<file path="config.mk">
export PLATFORM = sky130hd
export DESIGN_NAME = pc_gen
export DESIGN_NICKNAME = d
export VERILOG_FILES = /design/src/rtl/pc_gen.sv
export SDC_FILE = /design/constraint.sdc
export NUM_CORES = 1
export LEC_CHECK = 0
export ABC_AREA = 1
export CAP_MARGIN = 20
export CORE_MARGIN = 8
export CORE_UTILIZATION = 32
export DETAILED_ROUTE_END_ITERATION = 16
export DONT_BUFFER_PORTS = 1
export GPL_TIMING_DRIVEN = 0
export PLACE_DENSITY = 0.56
export SYNTH_ARGS = -nofsm -noshare
export SYNTH_HDL_FRONTEND = slang
export SYNTH_SLANG_ARGS = --single-unit
export TNS_END_PERCENT = 1
</file>
<file path="constraint.sdc">
create_clock -name CCLK -period 1.55 [get_ports CCLK]
set_clock_uncertainty 0.05 [all_clocks]
set_input_delay 0.155 -clock CCLK [delete_from_list [all_inputs] [get_ports CCLK]]
set_output_delay 0.155 -clock CCLK [all_outputs]
set_load 0.02 [all_outputs]
</file>
<file path="src/rtl/pc_gen.sv">
`default_nettype none
// ============================================================================
// Module      : pc_gen
// Description : Program-counter generation stage for the RV32I core. Issues
//               one fetch request at a time to inst_fetch, registers the
//               returned instruction with its PC for decode, and handles
//               decode stall and execute redirects (with in-flight discard).
// Revision    : 1.0 - initial release
// ============================================================================
module pc_gen #(
    parameter logic [31:0] RESET_VECTOR = 32'h0000_0000
) (
    input  logic        CCLK,
    input  logic        CRST,
    output logic        PC_VALID,
    output logic [31:0] PC,
    input  logic        INST_VALID,
    input  logic [31:0] INST,
    input  logic        MEM_WAIT,
    input  logic        STALL,
    input  logic        JMP_DO,
    input  logic [31:0] JMP_PC,
    output logic        FETCH_VALID,
    output logic [31:0] FETCH_PC,
    output logic [31:0] FETCH_INST
);

    typedef enum logic [1:0] {
        S_IDLE  = 2'd0,
        S_ISSUE = 2'd1,
        S_WAIT  = 2'd2,
        S_HOLD  = 2'd3
    } state_t;

    // Word alignment is enforced on the reset PC as well as on redirects.
    localparam logic [31:0] c_reset_pc = {RESET_VECTOR[31:2], 2'b00};

    state_t      r_state;
    state_t      w_state_nxt;
    logic [31:0] r_pc;
    logic [31:0] w_pc_nxt;
    logic        r_discard;
    logic        w_discard_nxt;
    logic        r_fetch_valid;
    logic        w_fetch_valid_nxt;
    logic [31:0] r_fetch_pc;
    logic [31:0] w_fetch_pc_nxt;
    logic [31:0] r_fetch_inst;
    logic [31:0] w_fetch_inst_nxt;

    logic [31:0] w_jmp_tgt;
    logic        w_issue;
    logic        w_unused_jmp_lsb;

    assign w_jmp_tgt        = {JMP_PC[31:2], 2'b00};
    assign w_unused_jmp_lsb = ^JMP_PC[1:0];

    // A request goes out only from S_ISSUE when the fetch unit is free.
    assign w_issue = (r_state == S_ISSUE) && !MEM_WAIT && !CRST;

    assign PC_VALID    = w_issue;
    assign PC          = r_pc;
    assign FETCH_VALID = r_fetch_valid;
    assign FETCH_PC    = r_fetch_pc;
    assign FETCH_INST  = r_fetch_inst;

    // State and datapath registers.
    always_ff @(posedge CCLK) begin
        if (CRST) begin
            r_state       <= S_IDLE;
            r_pc          <= c_reset_pc;
            r_discard     <= 1'b0;
            r_fetch_valid <= 1'b0;
            r_fetch_pc    <= 32'd0;
            r_fetch_inst  <= 32'd0;
        end else begin
            r_state       <= w_state_nxt;
            r_pc          <= w_pc_nxt;
            r_discard     <= w_discard_nxt;
            r_fetch_valid <= w_fetch_valid_nxt;
            r_fetch_pc    <= w_fetch_pc_nxt;
            r_fetch_inst  <= w_fetch_inst_nxt;
        end
    end

    // Next-state logic; a redirect takes priority over the normal flow.
    always_comb begin
        w_state_nxt       = r_state;
        w_pc_nxt          = r_pc;
        w_discard_nxt     = r_discard;
        w_fetch_valid_nxt = r_fetch_valid;
        w_fetch_pc_nxt    = r_fetch_pc;
        w_fetch_inst_nxt  = r_fetch_inst;
        case (r_state)
            S_IDLE: begin
                w_state_nxt = S_ISSUE;
                if (JMP_DO) begin
                    w_pc_nxt = w_jmp_tgt;
                end
            end
            S_ISSUE: begin
                if (JMP_DO) begin
                    w_pc_nxt = w_jmp_tgt;
                end
                if (w_issue) begin
                    w_state_nxt = S_WAIT;
                    // The request already left with the old PC; drop its reply.
                    if (JMP_DO) begin
                        w_discard_nxt = 1'b1;
                    end
                end
            end
            S_WAIT: begin
                if (JMP_DO) begin
                    w_pc_nxt = w_jmp_tgt;
                    if (INST_VALID) begin
                        // Reply arrives with the redirect: drop it right here.
                        w_discard_nxt = 1'b0;
                        w_state_nxt   = S_ISSUE;
                    end else begin
                        w_discard_nxt = 1'b1;
                    end
                end else if (INST_VALID) begin
                    if (r_discard) begin
                        w_discard_nxt = 1'b0;
                        w_state_nxt   = S_ISSUE;
                    end else begin
                        w_fetch_valid_nxt = 1'b1;
                        w_fetch_pc_nxt    = r_pc;
                        w_fetch_inst_nxt  = INST;
                        w_pc_nxt          = r_pc + 32'd4;
                        w_state_nxt       = S_HOLD;
                    end
                end
            end
            S_HOLD: begin
                if (JMP_DO) begin
                    w_fetch_valid_nxt = 1'b0;
                    w_pc_nxt          = w_jmp_tgt;
                    w_state_nxt       = S_ISSUE;
                end else if (!STALL) begin
                    w_fetch_valid_nxt = 1'b0;
                    w_state_nxt       = S_ISSUE;
                end
            end
            default: begin
                w_state_nxt = S_IDLE;
            end
        endcase
    end

endmodule
`default_nettype wire

</file>
==> key figures, run 1 <==
Worst setup path
  – Worst reg2reg setup slack: -0.09 ns
  – Crit path capture: PC[19]$_SDFFE_PP0P_
  – Crit path DAT: 1.85 ns
  – Setup crit end kind: register
  – Critical path cell sequence: clkinvlp_4, nor2_4, nand2_4, nor2_4, nand2_1, a21oi_2, nand3_1, nand2_1, nor2_1
  – CP startpoint: PC[2]$_SDFFE_PP0P_
  – Crit path max fanout: 5
  – Startpoint Class: register
  – R2R depth: 9
  – Largest stage delay, worst path: 0.44 ns
  – Worst Path Required: 1.75 ns
  – Critical path's slowest cell: dfxtp_4
  – Reg2reg start: PC[2]$_SDFFE_PP0P_
  – Reg-to-Reg End: PC[19]$_SDFFE_PP0P_
  – Critical path class: reg -> reg

Power
  – Clock share of power: 0.305
  – Psw: 0.00284 W
  – Int Power: 0.00502 W
  – Flop pwr share: 0.464
  – PwrDens: 1270 nW/um2
  – Max VDD drop: 680 uV
  – Switch share: 0.361
  – Gate power share: 0.231
  – Leakage: 2.54 nW

Timing
  – Final Hold Viols: 0
  – Final Max Tran Viols: 0
  – Final min period: 1.64 ns
  – Slew @ Worst Pin: 0.580 ns
  – Slew headroom: 0.613
  – Worst setup margin: -0.0947 ns
  – Hold_ws: 0.0132 ns
  – Fmax: 608 MHz
  – Setup TNS: -2.36 ns
  – Unrepaired setup endpoints after global routing: true
  – Crit share post-route: 1.06
  – Final Setup Violations: 76

Global routing
  – GRT Overall Usage: 0.180
  – Pin count of the biggest net entering global routing: 16
  – Global-route wire length before repair: 25900 um
  – Grt ovf: 0
  – Busiest grt layer: met2
  – Initial antenna violation count: 0
  – M3 GR Usage: 0.0635
  – Vias in the first global route: 4672
  – GRT met1 Usage: 0.207
  – M2 GR Usage: 0.300

Placement
  – RePlAce Congestion: 0.873
  – IO Port Bufs: 0
  – Final HPWL DP: 12500 um

Cells and area
  – Layout cells sized above 1: 0.187
  – Number of fill cells: 1450
  – P&R area growth vs syn: 32.9%
  – Ant diodes: 0
  – Nets: 845
  – Final Util: 0.431

Logic synthesis
  – Sequential area share after synthesis: 0.413
  – Syn avg cell area: 6.77 um2
  – Synth top area cells: dfxtp_1 41%, nor2_1 11%, o21ai_0 11%, nand2_1 10%, a21oi_1 5.3%
  – Xor/xnor share of the synthesized area: 0.00564
  – Cell taking the most area after synthesis: dfxtp_1
  – Share of the synthesized area in the top cell type: 0.413
  – Main flop type after synthesis: dfxtp_1
  – Ys async rst share: 0
  – Adder-cell share of the synthesized area: 0.0134
  – Synth Area in Simple Gates: 0.289
  – Syn Inst Count: 688
  – Cell area after synthesis: 4660 um2
  – Netlist cell types: 35
  – Compound-cell area share of the yosys netlist: 0.186
  – Synth cell count leaders: 132 x nor2_1, 129 x nand2_1, 99 x o21ai_0, 96 x dfxtp_1, 54 x inv_1
  – Post-synth EDFFs: 0
  – YS warnings: 0
  – Seq cells post-synth: 96
  – Most frequent cell after synthesis: nor2_1
  – Mux share of post-synthesis cell area: 0
  – Largest family of logic cells by synthesized area: simple AND/OR/NAND/NOR gates

Clock tree
  – Reg clk slew, reported paths: 0.07 ns
  – Clock sink count: 96
  – CTS H-tree lvls: 3
  – Skew-Pair Late Insertion Delay: 0.35 ns
  – Num CTS Buffers: 9
  – Clock root cell: clkbuf_16
  – CTS tree: done
  – Max Root-Sink Buffers: 2

Route
  – Drt total wl: 17200 um
  – Drt drc: 0
  – Vias per cell: 4.94
  – Routed len/inst: 18.0 um
  – DRT iter0 DRCs: 259
  – Antenna-violating nets left: 0
  – Routed via count: 4735
  – First-pass DRT Iterations: 5

Worst hold path
  – HP Class: in -> reg

Run status
  – Outcome: complete, but fails checks
  – Failing checks: setup timing

Run
  – Max-cap violations: 0

Die
  – Die area: 18700 um2
  – Initial Util: 0.324
  – Num rows: 44
  – Chip height: 137 um
  – Ports: 168
  – Core Box Area: 14400 um2
  – Die Wd: 137 um
worst max-delay path: cells and delay by family (launching register included):
kind | cells | cell delay, ns
flops | 1 | 0.44
compound gates | 1 | 0.19
simple gates | 7 | 0.69
buf+inv | 1 | 0.17
cells by family (layout without fill, tap and decap cells):
| family | count (synthesis) | after routing |
|---|---|---|
| flip-flops | 96 | 96 |
| XOR/XNOR | 3 | 3 |
| AND/OR/NAND/NOR | 322 | 322 |
| AO/OA/AOI/OAI | 165 | 165 |
| adder cells (fa/ha/maj) | 5 | 5 |
| buffers and inverters | 96 | 179 |
| other | 1 | 4 |
worst min path at each step:
stage | startpoint | to | slack (ns) | depth (start not counted)
5_1_grt | JMP_PC[28] | PC[28]$_SDFFE_PP0P_ | 0.05 | 4
4_1_cts | JMP_PC[4] | PC[4]$_SDFFE_PP0P_ | 0.002 | 2
6_report | JMP_PC[4] | PC[4]$_SDFFE_PP0P_ | 0.01 | 2
2_1_floorplan | INST[13] | FETCH_INST[13]$_SDFFE_PP0P_ | 0.24 | 2
3_5_place_dp | INST[12] | FETCH_INST[12]$_SDFFE_PP0P_ | 0.25 | 2
3_3_place_gp | INST[18] | FETCH_INST[18]$_SDFFE_PP0P_ | 0.24 | 2
power by group through the flow:
stage	Clock (W)	Sequential, W	Combinational [W]
after floorplan	0	0.00346	0.00109
after global placement	0	0.00365	0.00140
after detailed placement	0	0.00365	0.00141
after CTS	0.00247	0.00365	0.00167
after global routing	0.00254	0.00371	0.00204
final	0.00240	0.00365	0.00182
per-layer routing:
metal | part of all wire | wire (um) | up-vias
li1 | - | - | 2384
met1 | 0.41 | 7030 | 2167
met2 | 0.48 | 8320 | 160
met3 | 0.085 | 1470 | 24
met4 | 0.022 | 386 | 0
met5 | 0 | 0 | -
placed cells by master, fill, tap and decap left out, types with 3 or more instances in the layout:
master         synthesis  final
clkbuf_1              11     10
dfxtp_1               96     67
buf_6                  3      9
nand4_1                3      3
o21ai_1                1     11
nor2_4                 3      6
nor2_1               132    115
conb_1                 1      4
or2_2                  3      3
clkinvlp_4             0      4
nand2_1              129    128
nor2_2                 6     20
nand2_2                6      5
ha_1                   5      3
buf_8                  0      4
inv_1                 54     52
dfxtp_2                0      9
dfxtp_4                0     20
xor2_1                 3      3
o21ai_0               99     88
buf_4                  4     25
clkbuf_16              0     10
buf_2                 18      4
a31oi_1                8      8
dlygate4sd3_1          0     48
nand3_1               36     35
a21oi_1               49     47
a21oi_2                2      4
cell type report:
| cell class | instances | area (um2) | share of cell area |
|---|---|---|---|
| well taps | 184 | 230 | 0.0372 |
| plain buffers | 38 | 302 | 0.0487 |
| clock buffers | 10 | 229 | 0.0370 |
| inverters | 58 | 226 | 0.0366 |
| clock inverters | 5 | 82.6 | 0.0133 |
| repair buffers | 68 | 664 | 0.107 |
| multi-input cells | 499 | 2450 | 0.395 |
| flip-flops and latches | 96 | 2010 | 0.324 |
metrics by stage:
stage	instance area, um2	instances	setup WS (ns)	power (W)
floorplan	4670	691	-0.0402	0.00455
global placement	4900	875	-0.485	0.00505
detailed placement	4900	875	-0.430	0.00506
CTS	5940	944	-0.101	0.00779
global route	6190	958	-0.191	0.00829
finish	6190	958	-0.0947	0.00787
flip-flops by register name, summed over array words and instances (netlist names):
| register | flops |
|---|---|
| FETCH_INST | 32 |
| FETCH_PC | 30 |
| PC | 30 |
| r_state | 2 |
| FETCH_VALID | 1 |
| r_discard | 1 |
timing repair:
item                       in CTS  in global routing
resized for setup              75                 57
pin swaps                       6                 11
cloned                          0                  1
setup endpoints to repair      94                 96
setup buffers                   6                 13
hold endpoints to repair       48                  0
hold buffers                   48                  0
(Power assumes the default switching activity.)
==> run 2, diff against run 1 <==
--- a/config.mk
+++ b/config.mk
@@ -8,11 +8,11 @@
 export ABC_AREA = 1
 export CAP_MARGIN = 20
 export CORE_MARGIN = 8
-export CORE_UTILIZATION = 32
+export CORE_UTILIZATION = 29
 export DETAILED_ROUTE_END_ITERATION = 16
 export DONT_BUFFER_PORTS = 1
 export GPL_TIMING_DRIVEN = 0
-export PLACE_DENSITY = 0.56
+export PLACE_DENSITY = 0.53
 export SYNTH_ARGS = -nofsm -noshare
 export SYNTH_HDL_FRONTEND = slang
 export SYNTH_SLANG_ARGS = --single-unit
==> run 2 against run 1 <==
Compared with the run above:
- the flow still finishes with violations (setup timing)
- routed wire length rose by 1.6%
- total power fell by 1.8%
- critical path type unchanged
- first-iteration DRC count down 5.0%
==> key figures, run 2 (same netlist as run 1, synthesis figures left out) <==
Timing
  – Final min period: 1.60 ns
  – Final Hold Viols: 0
  – Worst setup margin: -0.0479 ns
  – Fmax: 626 MHz
  – Crit share post-route: 1.03
  – Slew @ Worst Pin: 0.547 ns
  – Unrepaired setup endpoints after global routing: true
  – Final Setup Violations: 8
  – Slew headroom: 0.635
  – Final Max Tran Viols: 0

Cells and area
  – Nets: 844
  – Layout cells sized above 1: 0.193
  – Final instance area: 6230 um2
  – Ant diodes: 0
  – Max FFs per register: 32
  – Commonest non-fill, non-tap cell in the layout: nand2_1
  – Most frequent cells in the layout: 123 x nand2_1, 118 x nor2_1, 75 x o21ai_0
  – P&R area growth vs syn: 33.8%

Placement
  – Placed cell area: 4940 um2
  – Final HPWL DP: 12900 um
  – IO Port Bufs: 0
  – DP Worst Slack: -0.467 ns
  – RePlAce Congestion: 0.856

Die
  – Ports: 168
  – Die Wd: 143 um
  – Die area: 20400 um2
  – Num rows: 46
  – Core Box Area: 15800 um2
  – Chip height: 143 um
  – Initial Util: 0.295

Worst setup path
  – Setup crit end kind: register
  – Worst Path Required: 1.72 ns
  – Crit path max fanout: 5
  – Crit path DAT: 1.77 ns
  – Startpoint Class: register
  – Critical path class: reg -> reg

Run status
  – Failing checks: setup timing
  – Outcome: complete, but fails checks

Clock tree
  – Clock sink count: 96
  – CTS H-tree lvls: 3
  – Skew-Pair Late Insertion Delay: 0.35 ns
  – Max Root-Sink Buffers: 2
  – Reg clk slew, reported paths: 0.07 ns
  – Num CTS Buffers: 9
  – Clock root cell: clkbuf_16
  – CTS tree: done

Route
  – DR WL met3: 1440 um
  – Drt drc: 0
  – DR WL met2: 8300 um
  – DRT iter0 DRCs: 246
  – Routed met1 length: 7510 um
  – Drt total wl: 17500 um
  – Uppermost routed layer: met4
  – Antenna-violating nets left: 0
  – Routed len/inst: 17.7 um
  – First-pass DRT Iterations: 4
  – Routed via count: 4665
  – Vias per cell: 4.71

Power
  – PwrDens: 1240 nW/um2
  – Leakage: 2.55 nW
  – Overall power: 0.00773 W
  – Max VDD drop: 598 uV

Global routing
  – Global-route wire length before repair: 26800 um
  – GRT Overall Usage: 0.172
  – Initial antenna violation count: 0
  – Vias in the first global route: 4692
  – Pin count of the biggest net entering global routing: 18
  – Grt ovf: 0

Run
  – Max-cap violations: 0

Worst hold path
  – HP Class: in -> reg
run 2: worst paths after layout:
check                               start                 endpoint  slack [ns]  cells past startpoint
hold reg to reg   r_state[0]$_SDFFE_PP0P_  r_state[0]$_SDFFE_PP0P_        0.43                      2
setup / recovery       PC[3]$_SDFFE_PP0P_      PC[28]$_SDFFE_PP0P_       -0.05                     10
setup reg to reg       PC[3]$_SDFFE_PP0P_      PC[28]$_SDFFE_PP0P_       -0.05                     10
hold / removal                  JMP_PC[4]       PC[4]$_SDFFE_PP0P_        0.03                      2
run 2: repair_timing:
| item | 4_1_cts | 5_1_grt |
|---|---|---|
| resized for setup | 113 | 43 |
| buffers inserted | 14 | 4 |
| cloned | 2 | 0 |
| endpoints found under the setup margin | 94 | 96 |
| pin swaps | 9 | 16 |
| hold buffers | 48 | 0 |
| hold endpoints to repair | 48 | 0 |
run 2: metrics by stage:
step	cells	TNS [ns]	utilization	hold slack [ns]
2_1_floorplan	691	-0.210	-	0.240
3_3_place_gp	907	-32.88	0.313	0.242
3_5_place_dp	907	-31.94	0.313	0.248
4_1_cts	987	-1.83	0.388	0.0146
5_1_grt	990	-5.90	0.395	0.0629
6_report	990	-0.198	0.395	0.0303
run 2: where the power goes:
group	total (W)	internal (W)	switching (W)
clock	0.00223	0.00115	0.00107
combinational	0.00185	0.000793	0.00106
sequential	0.00365	0.00285	0.000803
total	0.00773	0.00479	0.00294
run 2: worst max-delay path: stages (launching register included):
cell	delay, ns
dfxtp_4	0.44
ha_4	0.16
nand2_2	0.06
nor2_4	0.13
nand2_4	0.09
nor2_4	0.19
nand2_1	0.07
nand2_1	0.07
nand3_2	0.06
nand2_1	0.08
a21oi_1	0.06
run 2: layout make-up:
type                       count  area, um2
clock buffer                  10        239
buffer                        38        322
clock inverter                 6       51.3
timing repair buffer          67        663
tap                          216        270
sequential                    96       2010
inverter                      58        223
multi-input combinational    499       2460
fill                        1701       9540
run 2: layer usage:
| metal | track usage | vias up |
|---|---|---|
| met2 | 0.284 | 140 |
| li1 | - | 2382 |
| met5 | 0 | - |
| met1 | 0.209 | 2130 |
| met4 | 0.0537 | 0 |
| met3 | 0.0518 | 13 |
